<file path="config.mk">
export PLATFORM = sky130hd
export DESIGN_NAME = uart_receiver
export DESIGN_NICKNAME = d
export VERILOG_FILES = /design/src/rtl/uart_receiver.sv
export SDC_FILE = /design/constraint.sdc
export NUM_CORES = 1
export LEC_CHECK = 0
export ABC_AREA = 1
export CAP_MARGIN = 10
export CORE_ASPECT_RATIO = 1.75
export CORE_MARGIN = 2
export CORE_UTILIZATION = 50
export CTS_CLUSTER_DIAMETER = 150
export CTS_CLUSTER_SIZE = 14
export DETAILED_ROUTE_END_ITERATION = 7
export GPL_ROUTABILITY_DRIVEN = 0
export PLACE_DENSITY = 0.77
export SETUP_SLACK_MARGIN = 0.3
export SLEW_MARGIN = 10
export SYNTH_ARGS = -nofsm -noshare
export SYNTH_HDL_FRONTEND = slang
export SYNTH_SLANG_ARGS = --single-unit
</file>
<file path="constraint.sdc">
create_clock -name clock -period 1.5 [get_ports clock]
set_input_delay 0.225 -clock clock [delete_from_list [all_inputs] [get_ports clock]]
set_output_delay 0.225 -clock clock [all_outputs]
set_load 0.02 [all_outputs]
</file>
<file path="src/rtl/uart_receiver.sv">
// uart_receiver: 8N1 UART receive stage.
// Two-flop input synchroniser, false-start rejection, sticky framing-error
// flag and a break state that swallows a held-low line.
// Optional build macro: UART_RX_MAJORITY_VOTE_EN -- every sample point becomes
// a 2-of-3 majority over three consecutive synchronised samples; the overall
// frame latency is the same as the single-sample build.

module uart_receiver #(
  parameter int clk_rate  = 9600000,
  parameter int baud_rate = 9600,
  parameter int time_unit = clk_rate / baud_rate
) (
  input  logic       clock,
  input  logic       reset,
  input  logic       rx,
  output logic [7:0] rx_data,
  output logic       rx_finish,
  output logic       rx_busy,
  output logic       frame_error
);

  localparam int HALF = time_unit / 2;
  localparam int CW   = $clog2(time_unit) + 1;

  localparam logic [CW-1:0] CNT_ZERO = CW'(0);
  localparam logic [CW-1:0] CNT_ONE  = CW'(1);
  localparam logic [CW-1:0] BIT_LAST = CW'(time_unit - 1);

`ifdef UART_RX_MAJORITY_VOTE_EN
  // The start decision moves one cycle later to centre the vote window, so
  // the first data bit starts its count one step ahead to keep latency fixed.
  localparam logic [CW-1:0] START_LAST = CW'(HALF);
  localparam logic [CW-1:0] DATA_FIRST = CW'(1);
`else
  localparam logic [CW-1:0] START_LAST = CW'(HALF - 1);
  localparam logic [CW-1:0] DATA_FIRST = CW'(0);
`endif

  if (time_unit < 4) begin : g_time_unit_check
    $error("uart_receiver: time_unit (%0d) must be >= 4", time_unit);
  end

  typedef enum logic [2:0] {
    ST_IDLE  = 3'd0,
    ST_START = 3'd1,
    ST_DATA  = 3'd2,
    ST_STOP  = 3'd3,
    ST_BREAK = 3'd4
  } state_e;

  state_e          state_q, state_d;
  logic [CW-1:0]   cnt_q, cnt_d;
  logic [2:0]      bit_q, bit_d;
  logic [7:0]      shift_q, shift_d;
  logic [7:0]      data_q, data_d;
  logic            finish_q, finish_d;
  logic            busy_q, busy_d;
  logic            ferr_q, ferr_d;
  logic            meta_q, meta_d;
  logic            rx_s_q, rx_s_d;
  logic            sample_s;

`ifdef UART_RX_MAJORITY_VOTE_EN
  logic [1:0]      hist_q, hist_d;

  function automatic logic maj3(input logic a, input logic b, input logic c);
    return (a & b) | (a & c) | (b & c);
  endfunction
`endif

  // Register stage: synchroniser, FSM state, counters and registered outputs.
  always_ff @(posedge clock) begin
    if (reset) begin
      meta_q   <= 1'b1;
      rx_s_q   <= 1'b1;
      state_q  <= ST_IDLE;
      cnt_q    <= CNT_ZERO;
      bit_q    <= 3'd0;
      shift_q  <= 8'h00;
      data_q   <= 8'h00;
      finish_q <= 1'b0;
      busy_q   <= 1'b0;
      ferr_q   <= 1'b0;
`ifdef UART_RX_MAJORITY_VOTE_EN
      hist_q   <= 2'b11;
`endif
    end else begin
      meta_q   <= meta_d;
      rx_s_q   <= rx_s_d;
      state_q  <= state_d;
      cnt_q    <= cnt_d;
      bit_q    <= bit_d;
      shift_q  <= shift_d;
      data_q   <= data_d;
      finish_q <= finish_d;
      busy_q   <= busy_d;
      ferr_q   <= ferr_d;
`ifdef UART_RX_MAJORITY_VOTE_EN
      hist_q   <= hist_d;
`endif
    end
  end

  // Next-state logic: frame sequencing, bit sampling and output updates.
  always_comb begin
    meta_d   = rx;
    rx_s_d   = meta_q;
    state_d  = state_q;
    cnt_d    = cnt_q;
    bit_d    = bit_q;
    shift_d  = shift_q;
    data_d   = data_q;
    finish_d = 1'b0;
    ferr_d   = ferr_q;
`ifdef UART_RX_MAJORITY_VOTE_EN
    hist_d   = {hist_q[0], rx_s_q};
    sample_s = maj3(hist_q[1], hist_q[0], rx_s_q);
`else
    sample_s = rx_s_q;
`endif

    case (state_q)
      ST_IDLE: begin
        if (!rx_s_q) begin
          state_d = ST_START;
          cnt_d   = CNT_ZERO;
        end else begin
          state_d = ST_IDLE;
        end
      end
      ST_START: begin
        if (cnt_q == START_LAST) begin
          if (!sample_s) begin
            state_d = ST_DATA;
            cnt_d   = DATA_FIRST;
            bit_d   = 3'd0;
          end else begin
            // False start: back to idle without touching any output.
            state_d = ST_IDLE;
            cnt_d   = CNT_ZERO;
          end
        end else begin
          cnt_d = cnt_q + CNT_ONE;
        end
      end
      ST_DATA: begin
        if (cnt_q == BIT_LAST) begin
          shift_d[bit_q] = sample_s;
          cnt_d          = CNT_ZERO;
          if (bit_q == 3'd7) begin
            state_d = ST_STOP;
            bit_d   = 3'd0;
          end else begin
            bit_d = bit_q + 3'd1;
          end
        end else begin
          cnt_d = cnt_q + CNT_ONE;
        end
      end
      ST_STOP: begin
        if (cnt_q == BIT_LAST) begin
          cnt_d = CNT_ZERO;
          if (sample_s) begin
            data_d   = shift_q;
            finish_d = 1'b1;
            ferr_d   = 1'b0;
            state_d  = ST_IDLE;
          end else begin
            ferr_d  = 1'b1;
            state_d = ST_BREAK;
          end
        end else begin
          cnt_d = cnt_q + CNT_ONE;
        end
      end
      ST_BREAK: begin
        if (rx_s_q) begin
          state_d = ST_IDLE;
        end else begin
          state_d = ST_BREAK;
        end
      end
      default: begin
        state_d = ST_IDLE;
        cnt_d   = CNT_ZERO;
        bit_d   = 3'd0;
      end
    endcase

    busy_d = (state_d != ST_IDLE);
  end

  assign rx_data     = data_q;
  assign rx_finish   = finish_q;
  assign rx_busy     = busy_q;
  assign frame_error = ferr_q;

endmodule
</file>
* Yosys cells after proc, flatten, opt, wreduce, memory -nomap -nowiden *
Index checks and enable logic that the tools add are counted.

storage, ports and cells
  bits in read-only memories = 0
  output and inout port bits = 11
  input port bits = 3
  RAM bits = 0
  bits in registers = 38
  memories kept = 0
  bits in latches = 0

cells by class
  multiplexer cells = 22
  div/mod/pow operators = 0
  order comparisons = 2
  multipliers = 0
  shift-type cells = 0
  reductions and logical operators = 11
  add/subtract/negate cells = 2
  bitwise operators = 4
  equality and inequality tests = 11

operators by type and width
  kind                                                                                  number
  11-bit one-hot mux with 4 select lines                                                1
  11-bit 2-to-1 mux                                                                     3
  3-bit 2-to-1 mux                                                                      9
  3-bit one-hot mux with 5 select lines                                                 1
  11-bit by 1-bit adder with 11-bit output (second input constant)                      1
  11-bit by 10-bit == test with 1-bit output (second input constant)                    1
  11-bit by 9-bit == test with 1-bit output (second input constant)                     1
  3-bit one-hot mux with 3 select lines                                                 1
  8-bit bitwise mux                                                                     1
  2-bit != test (second input constant)                                                 4
  3-bit by 2-bit == test with 1-bit output (second input constant)                      2
  3-bit == test (second input constant)                                                 2
  2-bit AND reduction                                                                   3
  3-bit OR reduction                                                                    2
  3-bit by 4-bit less-than comparator with 1-bit output (second input constant)         1
  1-bit 2-to-1 mux                                                                      4
  1-bit inverter                                                                        4
  4-bit AND reduction                                                                   1
  3-bit by 1-bit adder with 3-bit output (second input constant)                        1
  1-bit demux with 3-bit select                                                         1
  3-bit by 1-bit == test with 1-bit output (second input constant)                      1
  3-bit by 1-bit greater-or-equal comparator with 1-bit output (second input constant)  1
  3-bit zero test                                                                       1
  3-bit AND reduction                                                                   1
  other kinds (4)                                                                       4

* Depth between registers and ports, before layout *
  depth after elaboration = 5
  depth in mapped cells = 10
  depth with buffers taken out = 10

* Worst setup path before layout *
OpenSTA, ideal clock, no wires.

  kind = register to register
  from = reg cnt_q[0]
  to = reg shift_q[5]
  path slack = -92 ps
  stages on the path, launching flop included = 10
  setup time = 132 ps
  arrival = 1460 ps
  path buffers = 1
  clock period less this slack = 1592 ps
  path through = dfxtp_1 -> ha_1 -> nand2_1 -> inv_1 -> nand3_2 -> nor2_4 -> buf_6 -> nand2_1 -> nand2_1 -> a21oi_1

on the way
  cells in the longest elaborated chain, start to end = 2

ends and longest elaborated chain
  item                                        RTL line  text
  start, declared                             52        logic [CW-1:0] cnt_q, cnt_d;
  start signal, assigned                      91        cnt_q <= cnt_d;
  11-bit by 10-bit == test with 1-bit output  147       if (cnt_q == BIT_LAST) begin
  2-bit AND reduction (no source line)        -
  end signal, assigned                        93        shift_q <= shift_d;
  end, declared                               54        logic [7:0] shift_q, shift_d;

No other way between the ends.
A chain may end at the register's enable or synchronous reset.

* Worst setup path in the final report *
  from = reg cnt_q[10]
  to = reg shift_q[4]

The elaborated chain is that of the path after synthesis.

==> results.json <==
{
  "post-route-util_pct": 76.93,
  "tritoncts": "yes",
  "synth_common_cells": "100 x nand2_1, 41 x nand3_1, 39 x inv_1",
  "vias": 2415,
  "synth-edff-count": 0,
  "synthXorXnorAreaFrac_pct": 0,
  "initial_utilization_pct": 51.94,
  "path_cells": "inv_2 > nand2_2 > nor2_4 > buf_6 > nand3_4 > nor2_4 > buf_12 > nand2_1 > nand2_1 > a21oi_2",
  "drt-total-wl_mm": 7.220,
  "max_cap_viol_count": 0,
  "setup_ws_ns": -0.02444,
  "synth_most_common_cell": "nand2_1",
  "finalHoldViolations": 0,
  "synthAdderAreaFrac_pct": 1.869,
  "p_switching_w": 0.0005250,
  "cp.arrival_ns": 1.71,
  "critPathLaunchType": "register",
  "synth-simple-area-share_pct": 44.05,
  "wl_per_cell_um": 17.48,
  "avgViaCountPerCell": 5.847,
  "critPathCaptureType": "register",
  "remaining_drc_errors": 0,
  "top_usage_layer": "met2",
  "die-area_um2": 4559,
  "final-seq-area_um2": 780.7,
  "use_met3_pct": 4.778,
  "die_height_um": 87.84,
  "ys_seq_area_share_pct": 37.88,
  "ys_async_sr_fraction_pct": 0,
  "r2r_start": "cnt_q[10]",
  "dieWidth_um": 51.91,
  "gr-usage-met2_pct": 58.00,
  "clock-sinks": 38,
  "synth_area_per_cell_um2": 6.520,
  "fillCellCount": 279,
  "relSlewSlack_pct": 71.46,
  "grtUsageTotal_pct": 29.06,
  "cts-root-buf": "clkbuf_8",
  "worstPathMaxFanout": 8,
  "antenna_cells": 0,
  "syn_area_um2": 2008,
  "clock_latency_ns": 0.30,
  "multi_input_comb_area_um2": 1351,
  "grt_max_degree": 17,
  "tns_ns": -0.04156,
  "grt_pass1_wl_mm": 9.894,
  "drive_gt1_share_pct": 39.45,
  "dp_hpwl_mm": 4.150,
  "fmax_mhz": 656.0,
  "synth_top_family_by_area": "simple AND/OR/NAND/NOR gates",
  "startpoint": "cnt_q[10]",
  "area_growth_pct": 48.10,
  "setup_viol_count_final": 4,
  "cpMaxStageDelayCell": "dfxtp_2",
  "power_frac_comb_pct": 8.0,
  "r2r_setup_slack_ns": -0.02,
  "postSynthCellCount": 308,
  "slew_viol_final": 0,
  "synth_flop_cell": "dfxtp_1",
  "seq_power_share_pct": 45.1,
  "drtIter0Drc": 99,
  "hp-class": "register to register",
  "min-delay-start": "shift_q[4]",
  "postCtsHoldBufs": 0,
  "grt_setup_unrepaired": "true",
  "synth_area_leaders": "dfxtp_1 38%, nand2_1 19%, nand3_1 10%",
  "syn-num-nets": 314,
  "criticalPathCategory": "register to register",
  "synth_area_leader_cell": "dfxtp_1",
  "synth-compound-area-share_pct": 6.106,
  "fin_crit_sh_pct": 101.6,
  "first_pass_iters": 4,
  "numCtsBuffers": 5,
  "drt.antenna.violating_nets": 0,
  "core_area_um2": 3866,
  "p_sw_share_pct": 23.05,
  "violations": "setup timing",
  "clock_path_buffers": 2,
  "run_status": "finished with violations",
  "grt_pass1_vias": 2286,
  "layout_min_cycle_time_ns": 1.524,
  "p_leak_nw": 1.397,
  "ys_warn_count": 0,
  "fin_nets": 370,
  "p_int_w": 0.001752,
  "clock_skew_ns": 0.008031,
  "cpPeakStageDelay_ns": 0.34,
  "io_buffers": 13,
  "ys_seq_elements": 38,
  "ios": 14,
  "clk_pin_slew_worst_paths_ns": 0.08,
  "cp.required_ns": 1.69,
  "synthMuxAreaShare_pct": 0,
  "pwr_density_cell_nw_per_um2": 765.7,
  "tightest_slew_ns": 0.4266,
  "clkPwrFrac_pct": 46.9,
  "synth_top_area_share_pct": 37.88,
  "ir_worst_vdd_uv": 900.2,
  "preCtsSetupSlack_ns": -0.03645,
  "use_met1_pct": 25.11,
  "yosysUniqueCellTypes": 24,
  "row_count": 30,
  "htree_num_levels": 2,
  "antenna_found_initial": 0,
  "grt_overflow": 0
}
-- state kept, by name, indices dropped and copies added (netlist names) --
signal and count:
meta_q 1, rx_s_q 1, rx_data 8, bit_q 3, rx_busy 1, rx_finish 1
cnt_q 11, state_q 3, frame_error 1, shift_q 8
-- placed cells by master (no fill, tap or decap) --
master           Yosys  layout
ha_4                 0       1
or2_2                2       2
dfxtp_2              0       7
or2_4                0       2
clkdlybuf4s50_1      0       2
nor2_4               2       8
inv_2                3      10
dfxtp_1             38      28
nand2_2              1      15
clkbuf_2             0       7
buf_12               0       2
nand4_1             15      15
nor2_8               1       1
clkbuf_8             0       5
clkdlybuf4s15_1      0       2
clkinv_4             0       1
buf_4                0      30
nand2_1            100      80
nor3_1               1       1
a21oi_1             15       8
bufinv_16            0       2
o21ai_0              3       2
dfxtp_4              0       3
o211ai_1             3       3
nand3_2              3      15
ha_1                 3       2
a21oi_2              0       6
dlygate4sd2_1        0       2
nand2_4              0       6
clkbuf_16            0       1
nor2_1              27      20
a21oi_4              0       1
nand3_4              0       4
nand3_1             41      25
inv_4                0       1
buf_6                2       9
inv_1               39      31
nor2_2               1       2
o21ai_2              0       3
-- timing repair --
item,4_1_cts,5_1_grt
cloned,0,2
hold endpoints to repair,0,0
resized for setup,46,64
pin swaps,15,20
setup buffers,4,4
setup endpoints to repair,46,45
-- worst paths after layout --
kind                endpoint  depth (start not counted)
setup / recovery  shift_q[4]                         10
hold / removal    rx_data[4]                          2
setup reg to reg  shift_q[4]                         10
hold reg to reg   rx_data[4]                          2
-- per-layer routing --
metal | wire, um | vias up
met4 | 592 | 0
met1 | 2205 | 1137
met3 | 379 | 58
li1 | - | 1108
met2 | 4043 | 112
met5 | 0 | -
-- worst max-delay path, delay by kind of cell, from the launching register on --
| kind | cells | cell delay [ns] |
|---|---|---|
| and+or+nand+nor | 6 | 0.67 |
| DFF | 1 | 0.34 |
| buffers and inverters | 3 | 0.34 |
| AOI/OAI and AO/OA | 1 | 0.06 |
-- metrics by stage --
| stage | cells | instance area [um2] | hold WS [ns] | power [W] |
|---|---|---|---|---|
| 4_1_cts | 407 | 2775 | 0.4494 | 0.002251 |
| 3_3_place_gp | 395 | 2501 | 0.3937 | 0.001194 |
| 6_report | 413 | 2974 | 0.4508 | 0.002277 |
| 2_1_floorplan | 308 | 2096 | 0.3288 | 0.001140 |
| 3_5_place_dp | 395 | 2501 | 0.4222 | 0.001197 |
| 5_1_grt | 413 | 2974 | 0.4683 | 0.002335 |
-- power by group through the flow --
stage | clock network [W] | registers [W] | logic (W)
after detailed placement | 0 | 0.00105 | 0.000142
after floorplan | 0 | 0.00105 | 0.0000849
after CTS | 0.00106 | 0.00103 | 0.000164
after global placement | 0 | 0.00105 | 0.000140
final | 0.00107 | 0.00103 | 0.000182
after global routing | 0.00111 | 0.00103 | 0.000195
-- cell families (layout without fill, tap and decap cells) --
logic type,Yosys count,count (layout)
flip-flops,38,38
buffers and inverters,49,105
AND/OR/NAND/NOR,195,196
adder cells (fa/ha/maj),3,3
AO/OA/AOI/OAI,23,23
-- cell type report --
class                           instances  area share [%]
Timing Repair Buffer                   55           16.28
Tap cell                               48           2.019
Sequential cell                        38           26.25
Clock buffer                            5           2.314
Multi-Input combinational cell        222           45.44
Clock inverter                          3           2.314
Inverter                               42           5.385
Power figures use the tool's default switching activity.
